==> src/rtl/acc_src_reg.sv <==
// acc_src_reg
//   Registered accumulator-A source selector. One of NUM_SRC equal-width
//   sources is captured into the accumulator. The block provides
//   load/clear control, a valid/ready output handshake, registered
//   zero/negative flags, and a sticky flag for out-of-range selects.
//
// Ports
//   clk, rst          rising-edge clock; asynchronous active-high reset
//   src_in            packed sources; channel k = [k*DATA_WIDTH +: DATA_WIDTH]
//   sel               channel index
//   load, load_ready  capture request and its combinational acceptance
//   clear             synchronous clear to RESET_VALUE (highest priority)
//   acc_out           accumulator register
//   out_valid         acc_out holds a fresh, unconsumed value
//   out_ready         consumer takes acc_out this cycle
//   acc_zero, acc_neg registered flags of acc_out
//   sel_err, err_clr  sticky illegal-select flag and its clear
module acc_src_reg #(
    parameter int DATA_WIDTH = 11,
    parameter int NUM_SRC    = 3,
    parameter int SEL_WIDTH  = (NUM_SRC > 2) ? $clog2(NUM_SRC) : 1,
    parameter logic [DATA_WIDTH-1:0] RESET_VALUE = '0
) (
    input  logic                          clk,
    input  logic                          rst,
    input  logic [NUM_SRC*DATA_WIDTH-1:0] src_in,
    input  logic [SEL_WIDTH-1:0]          sel,
    input  logic                          load,
    input  logic                          clear,
    output logic                          load_ready,
    output logic [DATA_WIDTH-1:0]         acc_out,
    output logic                          out_valid,
    input  logic                          out_ready,
    output logic                          acc_zero,
    output logic                          acc_neg,
    output logic                          sel_err,
    input  logic                          err_clr
);

    logic [DATA_WIDTH-1:0] acc_q, acc_d;
    logic                  valid_q, valid_d;
    logic                  zero_q, zero_d;
    logic                  neg_q, neg_d;
    logic                  err_q, err_d;

    logic [31:0]           sel_ext;
    logic [DATA_WIDTH-1:0] sel_data;
    logic                  sel_illegal;
    logic                  take;
    logic                  load_ok;
    logic                  load_bad;

    // Zero-extend the select so the range test is a plain 32-bit compare.
    // When NUM_SRC is a power of two, this compare is constant-false.
    assign sel_ext     = 32'(sel);
    assign sel_illegal = (sel_ext >= 32'(NUM_SRC));

    // The mux uses an explicit decode. An out-of-range select therefore
    // yields zeros, never an out-of-bounds part-select.
    always_comb begin
        sel_data = '0;
        for (int unsigned k = 0; k < NUM_SRC; k++) begin
            if (sel_ext == k) begin
                sel_data = src_in[k*DATA_WIDTH +: DATA_WIDTH];
            end
        end
    end

    assign load_ready = !valid_q || out_ready;
    assign take       = load && load_ready && !clear;
    assign load_ok    = take && !sel_illegal;
    assign load_bad   = take && sel_illegal;

    always_comb begin
        acc_d   = acc_q;
        valid_d = valid_q;
        err_d   = err_q;

        if (clear) begin
            acc_d   = RESET_VALUE;
            valid_d = 1'b0;
        end else if (load_ok) begin
            acc_d   = sel_data;
            valid_d = 1'b1;
        end else if (valid_q && out_ready) begin
            valid_d = 1'b0;
        end

        // Set wins over clear. A clear of the accumulator leaves this flag alone.
        if (load_bad) begin
            err_d = 1'b1;
        end else if (err_clr) begin
            err_d = 1'b0;
        end

        // The flags track the next accumulator value. They then always match acc_q.
        zero_d = (acc_d == '0);
        neg_d  = acc_d[DATA_WIDTH-1];
    end

    always_ff @(posedge clk or posedge rst) begin
        if (rst) begin
            acc_q   <= RESET_VALUE;
            valid_q <= 1'b0;
            zero_q  <= (RESET_VALUE == '0);
            neg_q   <= RESET_VALUE[DATA_WIDTH-1];
            err_q   <= 1'b0;
        end else begin
            acc_q   <= acc_d;
            valid_q <= valid_d;
            zero_q  <= zero_d;
            neg_q   <= neg_d;
            err_q   <= err_d;
        end
    end

    assign acc_out   = acc_q;
    assign out_valid = valid_q;
    assign acc_zero  = zero_q;
    assign acc_neg   = neg_q;
    assign sel_err   = err_q;

endmodule

==> config.mk <==
export PLATFORM = sky130hd
export DESIGN_NAME = acc_src_reg
export DESIGN_NICKNAME = d
export VERILOG_FILES = /design/src/rtl/acc_src_reg.sv
export SDC_FILE = /design/constraint.sdc
export NUM_CORES = 1
export LEC_CHECK = 0
export CORE_MARGIN = 2
export CORE_UTILIZATION = 35
export CTS_CLUSTER_DIAMETER = 200
export DETAILED_ROUTE_END_ITERATION = 10
export DONT_BUFFER_PORTS = 1
export GPL_TIMING_DRIVEN = 1
export SYNTH_ARGS = -nofsm -noshare
export SYNTH_HDL_FRONTEND = slang
export SYNTH_SLANG_ARGS = --single-unit
==> constraint.sdc <==
create_clock -name clk -period 1.61 [get_ports clk]
set_input_delay 0.322 -clock clk [delete_from_list [all_inputs] [get_ports clk]]
set_output_delay 0.322 -clock clk [all_outputs]
set_load 0.05 [all_outputs]
After elaboration in Yosys (flattened, before gate mapping)
Index checks and enable logic that the tools add are counted.
{ "word_totals": {"reg_bits": 15, "input_bits": 41, "out_inout_bits": 16, "word_cells": 31} }
{ "op_classes": {"n_lt_le_gt_ge": 1, "eq_ne": 2, "muxes": 10, "reduce_logical": 13} }
{ "ops": {"columns": ["op", "n"], "rows": [
  ["$mux W11", 5],
  ["$logic_not A32 Y1", 1],
  ["$logic_not A11 Y1", 1],
  ["$logic_and A1 B1 Y1", 5],
  ["$mux W1", 5],
  ["$logic_not A1 Y1", 3],
  ["$reduce_bool A3 Y1", 1],
  ["$eq A2 B1 Y1 const B", 1],
  ["$eq A2 B2 Y1 const B", 1],
  ["$ge A2 B2 Y1 const B", 1],
  ["$reduce_bool A2 Y1", 1],
  ["$logic_or A1 B1 Y1", 1]
]} }

Logic depth before layout (Yosys ltp)
{ "depth": {"word_depth": 8, "depth_mapped": 7, "mapped_depth_nobuf": 5} }

Worst setup path after synthesis
OpenSTA, ideal clock, no wires.
{ "synth_path": {"path_type": "flip-flop to flip-flop", "startpoint": "register valid_q (netlist: out_valid)", "endpoint": "register acc_q[9] (netlist: acc_out[9])", "arrival_time_ps": 1889, "required_time_ps": 1534, "slack_ps": -355, "stages_incl_launch_ff": 7, "path_cell_list": "dfrtp_1 -> nand2b_1 -> nand3b_1 -> nand2b_1 -> buf_2 -> nand3b_1 -> o21ai_1"} }
{ "synth_via": {"elab_chain_len": 7} }
{ "synth_rtl": {"columns": ["item", "line", "text"], "rows": [
  ["from (decl)", "41", "logic valid_q, valid_d;"],
  ["from (signal assigned)", "110", "valid_q <= valid_d;"],
  ["$logic_not A1 Y1", "69", "assign load_ready = !valid_q || out_ready;"],
  ["$logic_or A1 B1 Y1", "69", null],
  ["net load_ready", "30", "output logic load_ready,"],
  ["$logic_and A1 B1 Y1 (2 in series)", "70", "assign take = load && load_ready && !clear;"],
  ["$logic_and A1 B1 Y1", "71", "assign load_ok = take && !sel_illegal;"],
  ["$mux W11", "82", "end else if (load_ok) begin"],
  ["$mux W11", "79", "if (clear) begin"],
  ["net acc_d[9]", "40", "logic [DATA_WIDTH-1:0] acc_q, acc_d;"],
  ["to (signal assigned)", "103", "acc_q <= RESET_VALUE;"],
  ["to (signal assigned)", "109", "acc_q <= acc_d;"],
  ["to (decl)", "40", null]
]} }
The timed path passes the listed nets, and every way through them passes these cells.
A chain may end at the register's enable or synchronous reset.

Worst setup path in the final report
{ "layout_path": {"startpoint": "register valid_q (netlist: out_valid)", "endpoint": "register acc_q[8] (netlist: acc_out[8])"} }
{ "layout_via": {"elab_chain_len": 7} }
{ "layout_rtl": {"columns": ["item", "line"], "rows": [
  ["$logic_not A1 Y1", "69"],
  ["$logic_or A1 B1 Y1", "69"],
  ["$logic_and A1 B1 Y1 (2 in series)", "70"],
  ["$logic_and A1 B1 Y1", "71"],
  ["$mux W11", "82"],
  ["$mux W11", "79"],
  ["net acc_d[8]", "40"]
]} }
The timed path passes the listed nets, and every way through them passes these cells.

==> metrics.cfg <==
[run_status]
status=complete, no violations

[layout]
antenna_cells=0
syn2layout_area_growth_pct=18.5
drive_above_1_share=0.250
finalNonFillerCells=138
nets=150
fillerInstances=252
seq_area_um2=353
multi_input_area_um2=488

[logic_synthesis]
yosysSeqAreaShare=0.396
synthDistinctLibCells=25
synthAdderAreaFrac=0
synth_largest_area_cell=dfrtp_1
synth-compound-area-share=0.204
synthArstFlopShare=1.00
synth_area_um2=888
synth_edf_count=0
synth_cells=94
synth.ff_latch_count=14
synth_warnings=0
yosysTopAreaCellShare=0.366
synth-simple-area-share=0.213
synthTopCellsByArea=dfrtp_1, mux2i_1, o21ai_1
syn-num-nets=135
yosys-top-cells-count=o21ai_1, dfrtp_1, mux2i_1
synth_flop_cell=dfrtp_1
synth_most_common_cell=o21ai_1
syn_avg_cell_area_um2=9.45
muxShareOfSynthArea=0.124
synth_top_family_by_area=simple AND/OR/NAND/NOR gates
synth-xor-area-share=0

[detailed_routing]
firstDrtPassIters=5
dr.first_iter.drc_count=11
via_count=767
finalWirelength_mm=2.21
post_drt_wl_per_cell_um=16.0
ant_nets=0
drcViolationCount=0
vias_per_cell=5.56

[power_and_ir_drop]
vdd_drop_max_mv=0.358
power.density_nw_per_um2=871
power_leakage_nw=0.477

[floorplan]
start_util=0.365
rows=18
dieArea_um2=2960
coreArea_um2=2430
die_w_um=54.4
io_pins=57
die_y_um=54.4

[global_routing]
grt_use_total=0.157
grt_pass1_vias=729
antenna_found_initial=0
grt_pass1_wl_mm=3.31
overflow=0
grt_max_degree=16

[sta]
skew_ns=0.00621
fin_setup_tns_ns=0
worst_slack_ns=0.153
slew_viol_final=0
tightest_slew_ns=0.523
period_share=0.905
min_period_ns=1.46
setup_viol=0
max_freq_mhz=686
slew_headroom=0.651
rsz0062_at_grt=false
hold_viol=0

[placed_design]
numPortBuffers=0
post-place-ws_ns=0.131
hpwl_mm=1.82
gp_congestion=0.765
dpl.cell_count=133

[setup_path]
cp-end-kind=flop
critPathMaxFanout=15
required_ns=1.76
cp-start-kind=flop
arrival_ns=1.60
criticalPathCategory=reg2reg

[clock_network]
post_cts_buffers=0
cts_tree=done
clk_pin_slew_ns=0.09
cts_root_buf=clkbuf_4
h-tree-depth=1
cts.sink_count=14
cts.path.max_buffers=2
cts_buffers=3
clk-insertion-delay-late_ns=0.28

[run]
max_cap_viol_count=0

[hold_path]
hold_class=in2reg

-- worst max-delay path, cell delays in order, from the launching register on --
cell	delay, ns
dfrtp_2	0.43
nand2b_4	0.07
nand3b_1	0.13
nand2b_1	0.41
nand3b_1	0.21
o21ai_1	0.08
-- layout make-up --
type,instances,area share
tap,30,0.0357
multi-input combinational,71,0.464
inverter,2,0.00713
sequential,14,0.335
timing repair buffer,17,0.124
clock buffer,4,0.0345
-- what timing repair did --
item                                   4_1_cts  5_1_grt
endpoints found under the hold margin       13        0
gates resized for setup                      0        0
hold buffers                                 1        0
-- registers in the layout, summed over array words and instances, names as in the netlist --
register   count
acc_out       11
acc_zero       1
out_valid      1
sel_err        1
-- layer usage --
metal  global-route usage  part of all wire  vias to the layer above
li1                     -                 -                      367
met1                0.207              0.46                      355
met2                0.243              0.46                       41
met3               0.0328             0.067                        4
met4               0.0750             0.013                        0
met5                    0                 0                        -
-- worst paths after layout --
kind	to	cells past startpoint	startpoint	slack, ns
setup reg to reg	acc_out[8]	5	out_valid	0.15
min in group asynchronous	acc_out[9]	2	rst	0.51
setup / recovery	acc_out[8]	5	out_valid	0.15
hold / removal	out_valid	1	clear	0.14
hold reg to reg	acc_out[10]	2	acc_out[10]	0.58
max in group asynchronous	out_valid	2	rst	0.71
-- stage by stage --
step                      hold slack (ns)  total power (W)  utilization  area, um^2
after floorplan                     0.210         0.000631            -         897
after global placement              0.269         0.000675        0.414        1010
after detailed placement            0.289         0.000679        0.414        1010
after CTS                           0.125         0.000930        0.433        1050
after global routing                0.135         0.000967        0.433        1050
final                               0.136         0.000917        0.433        1050
-- report_power, final --
part / leakage (nW) / switching [W] / total, W / internal [W]
registers: 0.185 / 0.0000346 / 0.000414 / 0.000380
logic: 0.271 / 0.000161 / 0.000256 / 0.0000952
clock network: 0.0210 / 0.000109 / 0.000246 / 0.000137
-- kinds of logic (layout without fill, tap and decap cells) --
logic type / after synthesis / count (layout)
buffers and inverters: 9 / 23
multiplexers: 11 / 11
AO/OA/AOI/OAI: 27 / 27
flip-flops: 14 / 14
AND/OR/NAND/NOR: 33 / 33
-- placed cells by master, fill, tap and decap left out --
| cell type | count |
|---|---|
| nand3b_1 | 8 |
| dfrtp_1 | 12 |
| mux2i_1 | 11 |
| o21ai_1 | 16 |
| nor4_2 | 1 |
| inv_1 | 2 |
| nand4_1 | 1 |
| buf_4 | 16 |
| nor4_1 | 2 |
| dfstp_2 | 1 |
| clkbuf_4 | 3 |
| nand2b_1 | 5 |
| nand2b_4 | 1 |
| nor2_1 | 3 |
| nor3_1 | 1 |
| a41o_1 | 1 |
| o22ai_1 | 1 |
| a2bb2oi_2 | 2 |
| dlygate4sd3_1 | 1 |
| clkbuf_8 | 1 |
| a21oi_1 | 1 |
| a31oi_1 | 1 |
| a21oi_2 | 1 |
| nand2_1 | 10 |
| a2bb2oi_1 | 4 |
| nor2b_1 | 1 |
| dfrtp_2 | 1 |
No activity file was read; power rests on OpenSTA's default activity.
